--- src/rtl/pipeline_hazard_control_pkg.sv ---
// Shared decode classes, opcode constants and FSM encoding for the hazard control block.
// Latency: pure declarations and combinational helper functions.
// Backpressure: none; this package holds no state.
package pipeline_hazard_control_pkg;

  // RV32I major opcodes that the hazard logic cares about
  localparam logic [6:0] OP_R      = 7'b0110011;
  localparam logic [6:0] OP_IALU   = 7'b0010011;
  localparam logic [6:0] OP_LOAD   = 7'b0000011;
  localparam logic [6:0] OP_JALR   = 7'b1100111;
  localparam logic [6:0] OP_LUI    = 7'b0110111;
  localparam logic [6:0] OP_AUIPC  = 7'b0010111;
  localparam logic [6:0] OP_JAL    = 7'b1101111;
  localparam logic [6:0] OP_STORE  = 7'b0100011;
  localparam logic [6:0] OP_BRANCH = 7'b1100011;

  // EX, MEM and WB each hold one in-flight destination register
  localparam int SB_DEPTH = 3;

  typedef enum logic [1:0] {
    ST_RUN   = 2'd0,
    ST_STALL = 2'd1,
    ST_FLUSH = 2'd2
  } state_e;

  typedef struct packed {
    logic       vld;
    logic [4:0] rd;
  } sb_entry_t;

  // Opcode classes that produce a register-file write
  function automatic logic writes_rd(input logic [6:0] op);
    case (op)
      OP_R, OP_IALU, OP_LOAD, OP_JALR, OP_LUI, OP_AUIPC, OP_JAL: writes_rd = 1'b1;
      default:                                                   writes_rd = 1'b0;
    endcase
  endfunction

  // Opcode classes that read rs1
  function automatic logic reads_rs1(input logic [6:0] op);
    case (op)
      OP_R, OP_IALU, OP_LOAD, OP_JALR, OP_STORE, OP_BRANCH: reads_rs1 = 1'b1;
      default:                                              reads_rs1 = 1'b0;
    endcase
  endfunction

  // Opcode classes that read rs2
  function automatic logic reads_rs2(input logic [6:0] op);
    case (op)
      OP_R, OP_STORE, OP_BRANCH: reads_rs2 = 1'b1;
      default:                   reads_rs2 = 1'b0;
    endcase
  endfunction

endpackage

--- src/rtl/pipeline_hazard_control_scoreboard.sv ---
// Three-entry destination scoreboard (EX/MEM/WB) and RAW match against the decoded sources.
// Latency: hazard is combinational from the decode fields; entries shift every clock.
// Backpressure: none; a bubble inserts an invalid entry so stalled instructions never enter.
module hazard_scoreboard
  import pipeline_hazard_control_pkg::*;
(
  input  logic       i_clk,
  input  logic       i_reset,
  input  logic       i_bubble,
  input  logic [6:0] i_opcode,
  input  logic [4:0] i_rs1,
  input  logic [4:0] i_rs2,
  input  logic [4:0] i_rd,
  output logic       o_hazard
);

  sb_entry_t r_sb [SB_DEPTH];
  sb_entry_t w_new;
  logic      w_chk_rs1;
  logic      w_chk_rs2;
  logic      w_hit_rs1;
  logic      w_hit_rs2;

  // Entry that would enter EX this cycle; x0 writes never create a dependency
  always_comb begin
    w_new     = '0;
    w_new.vld = ~i_bubble & writes_rd(i_opcode) & (i_rd != 5'd0);
    w_new.rd  = i_bubble ? 5'd0 : i_rd;
  end

  // Advance the in-flight destinations one stage per clock
  always_ff @(posedge i_clk) begin
    if (i_reset) begin
      r_sb[0] <= '0;
      r_sb[1] <= '0;
      r_sb[2] <= '0;
    end else begin
      r_sb[2] <= r_sb[1];
      r_sb[1] <= r_sb[0];
      r_sb[0] <= w_new;
    end
  end

  // No forwarding and no write-through, so every valid stage including WB blocks a reader
  always_comb begin
    w_chk_rs1 = reads_rs1(i_opcode) & (i_rs1 != 5'd0);
    w_chk_rs2 = reads_rs2(i_opcode) & (i_rs2 != 5'd0);
    w_hit_rs1 = 1'b0;
    w_hit_rs2 = 1'b0;
    for (int i = 0; i < SB_DEPTH; i++) begin
      if (r_sb[i].vld && (r_sb[i].rd == i_rs1)) w_hit_rs1 = 1'b1;
      if (r_sb[i].vld && (r_sb[i].rd == i_rs2)) w_hit_rs2 = 1'b1;
    end
    o_hazard = (w_chk_rs1 & w_hit_rs1) | (w_chk_rs2 & w_hit_rs2);
  end

endmodule

--- src/rtl/pipeline_hazard_control.sv ---
// Decode-stage hazard control: RAW interlock stall/bubble, redirect flush, stall-cycle counter.
// Latency: stall/bubble/flush are combinational in the cycle of their inputs; counter is registered.
// Backpressure: stall holds PC and decode; redirect always wins over a pending RAW stall.
module pipeline_hazard_control
  import pipeline_hazard_control_pkg::*;
#(
  parameter int FLUSH_CYCLES = 2,
  parameter int CNT_W        = 16
) (
  input  logic             i_clock,
  input  logic             i_reset,
  input  logic [6:0]       i_id_opcode,
  input  logic [4:0]       i_id_rs1,
  input  logic [4:0]       i_id_rs2,
  input  logic [4:0]       i_id_rd,
  input  logic             i_ex_redirect,
  output logic             o_stall,
  output logic             o_bubble,
  output logic             o_flush,
  output logic [CNT_W-1:0] o_stall_count
);

  // Cycles still owed after the redirect cycle itself
  localparam logic [1:0] FLUSH_RELOAD = 2'(FLUSH_CYCLES - 1);
  localparam logic       FLUSH_MULTI  = (FLUSH_CYCLES > 1);

  state_e           r_state;
  logic [1:0]       r_flush_cnt;
  logic [CNT_W-1:0] r_stall_cnt;
  logic             w_hazard;
  logic             w_stall;
  logic             w_bubble;
  logic             w_flush;

  hazard_scoreboard u_scoreboard (
    .i_clk    (i_clock),
    .i_reset  (i_reset),
    .i_bubble (w_bubble),
    .i_opcode (i_id_opcode),
    .i_rs1    (i_id_rs1),
    .i_rs2    (i_id_rs2),
    .i_rd     (i_id_rd),
    .o_hazard (w_hazard)
  );

  // Same-cycle control outputs; RUN and STALL share the redirect-over-hazard decision
  always_comb begin
    w_stall  = 1'b0;
    w_bubble = 1'b0;
    w_flush  = 1'b0;
    if (i_reset) begin
      w_bubble = 1'b1;
      w_flush  = 1'b1;
    end else begin
      case (r_state)
        ST_FLUSH: begin
          w_bubble = 1'b1;
          w_flush  = 1'b1;
        end
        default: begin
          if (i_ex_redirect) begin
            w_bubble = 1'b1;
            w_flush  = 1'b1;
          end else if (w_hazard) begin
            w_stall  = 1'b1;
            w_bubble = 1'b1;
          end
        end
      endcase
    end
  end

  // Control FSM and flush-length counter; a redirect in any state restarts the flush window
  always_ff @(posedge i_clock) begin
    if (i_reset) begin
      r_state     <= ST_RUN;
      r_flush_cnt <= 2'd0;
    end else if (i_ex_redirect) begin
      r_flush_cnt <= FLUSH_RELOAD;
      r_state     <= FLUSH_MULTI ? ST_FLUSH : ST_RUN;
    end else begin
      case (r_state)
        ST_RUN: begin
          r_state <= w_hazard ? ST_STALL : ST_RUN;
        end
        ST_STALL: begin
          r_state <= w_hazard ? ST_STALL : ST_RUN;
        end
        ST_FLUSH: begin
          if (r_flush_cnt <= 2'd1) begin
            r_flush_cnt <= 2'd0;
            r_state     <= ST_RUN;
          end else begin
            r_flush_cnt <= r_flush_cnt - 2'd1;
          end
        end
        default: begin
          r_flush_cnt <= 2'd0;
          r_state     <= ST_RUN;
        end
      endcase
    end
  end

  // Saturating count of stalled cycles
  always_ff @(posedge i_clock) begin
    if (i_reset) begin
      r_stall_cnt <= '0;
    end else if (w_stall && (r_stall_cnt != {CNT_W{1'b1}})) begin
      r_stall_cnt <= r_stall_cnt + CNT_W'(1);
    end
  end

  assign o_stall       = w_stall;
  assign o_bubble      = w_bubble;
  assign o_flush       = w_flush;
  assign o_stall_count = r_stall_cnt;

endmodule

--- config.mk ---
export PLATFORM = sky130hd
export DESIGN_NAME = pipeline_hazard_control
export DESIGN_NICKNAME = d
export VERILOG_FILES = /design/src/rtl/pipeline_hazard_control_pkg.sv /design/src/rtl/pipeline_hazard_control_scoreboard.sv /design/src/rtl/pipeline_hazard_control.sv
export SDC_FILE = /design/constraint.sdc
export NUM_CORES = 1
export LEC_CHECK = 0
export BUFFER_PORTS_ARGS = -buffer_cell sky130_fd_sc_hd__clkbuf_2
export CAP_MARGIN = 15
export CORE_MARGIN = 2
export CORE_UTILIZATION = 35
export CTS_BUF_LIST = sky130_fd_sc_hd__clkbuf_16
export DETAILED_ROUTE_END_ITERATION = 12
export PLACE_DENSITY = 0.58
export SYNTH_ARGS = -nofsm -noshare
export SYNTH_HDL_FRONTEND = slang
export SYNTH_SLANG_ARGS = --single-unit
export TNS_END_PERCENT = 30
--- constraint.sdc ---
create_clock -name i_clock -period 2.09 [get_ports i_clock]
set_clock_uncertainty 0.1 [all_clocks]
set_input_delay 0.3135 -clock i_clock [delete_from_list [all_inputs] [get_ports i_clock]]
set_output_delay 0.3135 -clock i_clock [all_outputs]
set_load 0.05 [all_outputs]
-- Word-level counts from Yosys, hierarchy flattened
Memories as Yosys holds them, arrays and structs flattened.
Index checks and enable logic that the tools add are counted.
- register bits after elaboration: 20
- RAM bits: 18
- bits of input ports: 25
- output and inout bits: 19
- logic and storage cells: 90
- memories: 1
- add/sub/neg operators: 2
- $lt $le $gt $ge: 1
- equal/unequal tests: 21
- mux-type cells: 33
- bitwise gates (word level): 11
- reduce and logical (&&, ||, !) cells: 16
- memories (memory ; depth ; width ; read ports ; clocked after memory_dff ; wr ports ; RTL line ; RTL):
    u_scoreboard.r_sb ; 3 ; 6 ; 3 ; 0 ; 3 ; pipeline_hazard_control_scoreboard.sv:17 ; sb_entry_t r_sb [SB_DEPTH];
- operators with widths (cell ; count):
    5-bit equality test ; 6
    1-bit 2-to-1 mux ; 24
    7-bit by 6-bit equality test with 1-bit output, second input constant ; 3
    7-bit equality test, second input constant ; 3
    6-bit 2-to-1 mux ; 3
    16-bit by 1-bit adder with 16-bit output, second input constant ; 1
    16-bit != test, second input constant ; 1
    5-bit nonzero test ; 3
    7-bit by 5-bit equality test with 1-bit output, second input constant ; 2
    2-bit case mux with 2 select lines ; 2
    7-bit by 2-bit equality test with 1-bit output, second input constant ; 1
    1-bit logical AND ; 7
    7-bit OR reduction ; 1
    1-bit bitwise AND ; 6
    2-bit 2-to-1 mux ; 3
    6-bit OR reduction ; 1
    5-bit 2-to-1 mux ; 1
    1-bit OR ; 4
    2-bit OR reduction ; 2
    3-bit != test, second input constant ; 1
    3-bit OR reduction ; 1
    2-bit by 1-bit equality test with 1-bit output, second input constant ; 1
    2-bit equality test, second input constant ; 1
    2-bit by 1-bit less-or-equal comparator with 1-bit output, second input constant ; 1
    5 further kinds ; 5

-- Depth between registers and ports, before layout
An unclocked memory read counts as a cell.
- word-level depth: 16
- depth in mapped cells: 8
- mapped depth without buffers: 8

-- By module
From an unflattened synthesis, not the netlist that was laid out.
- cells, all modules: 220
- area total of the unflattened synthesis: 1948.1 um^2
- by module, submodules not included (module ; times used ; cells an instance ; area each (um^2) ; sequential area each (um^2)):
    pipeline_hazard_control ; 1 ; 120 ; 1022.2 ; 400.4
    hazard_scoreboard ; 1 ; 100 ; 925.9 ; 360.3

-- Least setup slack after synthesis
Ideal clock, no wire load.
- path type: in2out
- start: in i_id_rs1[0]
- end: out o_bubble
- arrival time: 2.068 ns
- required time: 1.676 ns
- slack: -0.392 ns
- cell stages on the path: 7
- path buffers: 1
- path through: xor2_1 > nor4_1 > and3_4 > nor3_1 > o32ai_2 > or2_1 > clkbuf_1
- cells in the longest elaborated chain, start to end: 11
- elaborated cells between the ends (all ways): 17
- those cells by class: eq/ne: 3; mux: 7; bitwise: 3; reduce/logical: 4
- RTL lines (what ; RTL line ; RTL):
    from (decl) ; pipeline_hazard_control.sv:13 ; input logic [4:0] i_id_rs1,
    5-bit equality test ; pipeline_hazard_control_scoreboard.sv:51 ; if (r_sb[i].vld && (r_sb[i].rd == i_rs1)) w_hit_rs1 = 1'b1;
    1-bit logical AND ; pipeline_hazard_control_scoreboard.sv:51 ;
    1-bit 2-to-1 mux (3 in series) ; pipeline_hazard_control_scoreboard.sv:51 ;
    1-bit bitwise AND (*) ; pipeline_hazard_control_scoreboard.sv:54 ; o_hazard = (w_chk_rs1 & w_hit_rs1) | (w_chk_rs2 & w_hit_rs2);
    1-bit OR (*) ; pipeline_hazard_control_scoreboard.sv:54 ;
    1-bit 2-to-1 mux (*) ; pipeline_hazard_control.sv:64 ; end else if (w_hazard) begin
    1-bit 2-to-1 mux (*) ; pipeline_hazard_control.sv:61 ; if (i_ex_redirect) begin
    1-bit 2-to-1 mux (*) ; pipeline_hazard_control.sv:55 ; case (r_state)
    1-bit 2-to-1 mux (*) ; pipeline_hazard_control.sv:51 ; if (i_reset) begin
    to (decl) ; pipeline_hazard_control.sv:18 ; output logic o_bubble,
Mark *: on every way between the ends. The rest lies on a longest branch, timed or not.

==> out/metrics.yaml <==
hpwl_mm: 3.872
htreeDepth: 2
crit_required_ps: 1680
critical_path_class: "reg2out"
cell_internal_pwr_mw: 1.245
finalSetupViolCount: 18
synth_area_leaders: "dfxtp_1 (36%), xor2_1 (10%), xnor2_1 (6.3%), nor2b_1 (5.7%), nor2_1 (5.5%)"
netlist_instances: 228
p_per_area_nw_per_um2: 514.7
syn_nets: 254
grt_pass1_vias: 1843
core_area_um2: 5851
routabilityCongestion: 0.8208
rsz0062_at_grt: "true"
cts_root_buf: "clkbuf_16"
via_count: 1905
portBuffers: 43
slew_headroom: 0.6336
fin_nets: 355
seq_power_share: 0.453
cp-start-kind: "flip-flop"
synthMostInstantiatedCell: "dfxtp_1"
clk_pin_slew_worst_paths_ps: 60
io_pins: 44
period_minus_slack_ps: 2391
synth_top_area_frac: 0.3619
grt_overflow_total: 0
ys.flop_type: "dfxtp_1"
crit_path_end_kind: "output port"
n_antenna_cell: 0
setup_ws_ps: -300.9
max_freq_ghz: 0.4183
area_growth_pct: 51.07
hold_slack_ps: 137.8
synth-seq-area-share: 0.3619
routed_wl_mm: 5.267
p_switching_mw: 0.3895
first_iter_violations: 41
ctsHoldBuffers: 0
fin_crit_sh: 1.144
drive_gt1_frac: 0.5242
synthTopCellsByCount: "dfxtp_1 (38), nor2_1 (31), xor2_1 (24)"
grt_usage: 0.1639
r2r.worst_path.cells: 8
ys_ff_latch: 38
drc_errors: 0
die_x_um: 81.50
antenna_found_initial: 0
status: "finished with violations"
grtUsageMet2: 0.2828
synth-edff-count: 0
num_rows: 28
die_height_um: 81.50
path_max_fanout: 3
max_cap_viol_count: 0
die_area_um2: 6641
arrival_ps: 1980
cts.sinks: 38
worstMarginPinSlew_ps: 548.4
yosysWarnings: 0
insertion_delay_ps: 280
viasPerCell: 4.704
syn_area_um2: 2102
avgSynthCellArea_um2: 9.219
place_area_um2: 2780
start_util: 0.3593
fin_area_um2: 3176
switching_share: 0.2383
hold_class: "in2reg"
peakVddDrop_mv: 0.4232
place_ws_ps: -367.8
wl_per_cell_um: 13.00
gr-usage-met1: 0.2014
failed_checks: "negative setup slack"
grt_busiest_layer: "met2"
maxSlewViolCount: 0
ant_nets: 0
clockBufferDepth: 2
yosysUniqueCellTypes: 43
tritoncts: "done"
firstDrtPassIters: 4
p_leak_nw: 1.360
p_comb_frac: 0.109
grt_pass1_wl_mm: 8.300
cts_inserted_buffers: 5
use_met3: 0.03516
grt_max_degree: 37
async_flop_share: 0
yosysTopAreaCell: "dfxtp_1"
whs_path_depth: 3
hold_viol_final: 0
p_clk_frac: 0.438
[state kept, by name, indices dropped and copies added (netlist names)]
| signal | count |
|---|---|
| o_stall_count | 16 |
| r_flush_cnt | 2 |
| r_state | 2 |
| u_scoreboard.r_sb | 18 |
[layout make-up]
class                      instances  area (um2)
clock buffer                       5       125.1
clock inverter                     3       11.26
fill                             530        2675
inverter                          13       48.80
multi-input combinational        172        1421
sequential                        38       808.3
tap                               75       93.84
timing repair buffer              99       666.9
[stage by stage]
step | power, mW | TNS [ps] | std cells | util
after global placement | 0.9147 | -3606 | 387 | 0.4752
after global routing | 1.700 | -4817 | 405 | 0.5428
after floorplan | 0.8419 | 0 | 228 | -
after detailed placement | 0.9180 | -4230 | 387 | 0.4752
final | 1.634 | -3191 | 405 | 0.5428
after CTS | 1.640 | -1990 | 399 | 0.5169
[worst max-delay path: stages, from the launching register on]
cell and delay [ps]:
dfxtp_2 350, xor2_1 170, nor4_2 340, and3_4 270
nor3_2 50, o32ai_2 170, or2_4 210, buf_8 140
[placed cells by master (no fill, tap or decap), types with 6 or more instances in the layout]
master | synthesis | layout
buf_4 | 0 | 53
clkbuf_2 | 0 | 41
dfxtp_1 | 38 | 8
dfxtp_2 | 0 | 26
inv_1 | 13 | 15
nand2_1 | 6 | 6
nand4_1 | 6 | 6
nor2_1 | 31 | 30
nor2b_1 | 19 | 19
xnor2_1 | 15 | 14
xor2_1 | 24 | 22
[routing by layer]
| metal | part of all wire | vias to the layer above | wire (um) |
|---|---|---|---|
| met1 | 0.45 | 877 | 2387 |
| met4 | 0.011 | 0 | 56 |
| met5 | 0 | - | 0 |
| li1 | - | 985 | - |
| met3 | 0.040 | 4 | 210 |
| met2 | 0.50 | 39 | 2612 |
[worst paths after layout]
kind,from,endpoint,slack (ps)
max,u_scoreboard.r_sb[0][1],o_bubble,-300
min,i_id_rd[2],u_scoreboard.r_sb[0][2],140
max reg2reg,u_scoreboard.r_sb[0][16],o_stall_count[4],-270
min reg2reg,u_scoreboard.r_sb[0][11],u_scoreboard.r_sb[0][17],380
[what timing repair did]
| item | CTS | global route |
|---|---|---|
| endpoints found under the setup margin | 18 | 25 |
| cloned | 0 | 0 |
| buffers inserted | 4 | 6 |
| resized for setup | 26 | 19 |
| pin swaps | 11 | 15 |
[cells by family after synthesis]
group,Yosys count,share of synthesized area
buffers and inverters,18,0.04405
AO/OA/AOI/OAI,21,0.1048
XOR/XNOR,39,0.1625
flip-flops,38,0.3619
adder cells (fa/ha/maj),1,0.005951
AND/OR/NAND/NOR,105,0.2893
multiplexers,6,0.03155
[power by group through the flow]
stage | Clock (mW) | Sequential, mW | Combinational (mW)
global route | 0.765 | 0.741 | 0.194
detailed placement | 0 | 0.756 | 0.162
floorplan | 0 | 0.753 | 0.0887
global placement | 0 | 0.756 | 0.159
finish | 0.717 | 0.740 | 0.177
CTS | 0.731 | 0.741 | 0.168
No activity file was read; power rests on OpenSTA's default activity.
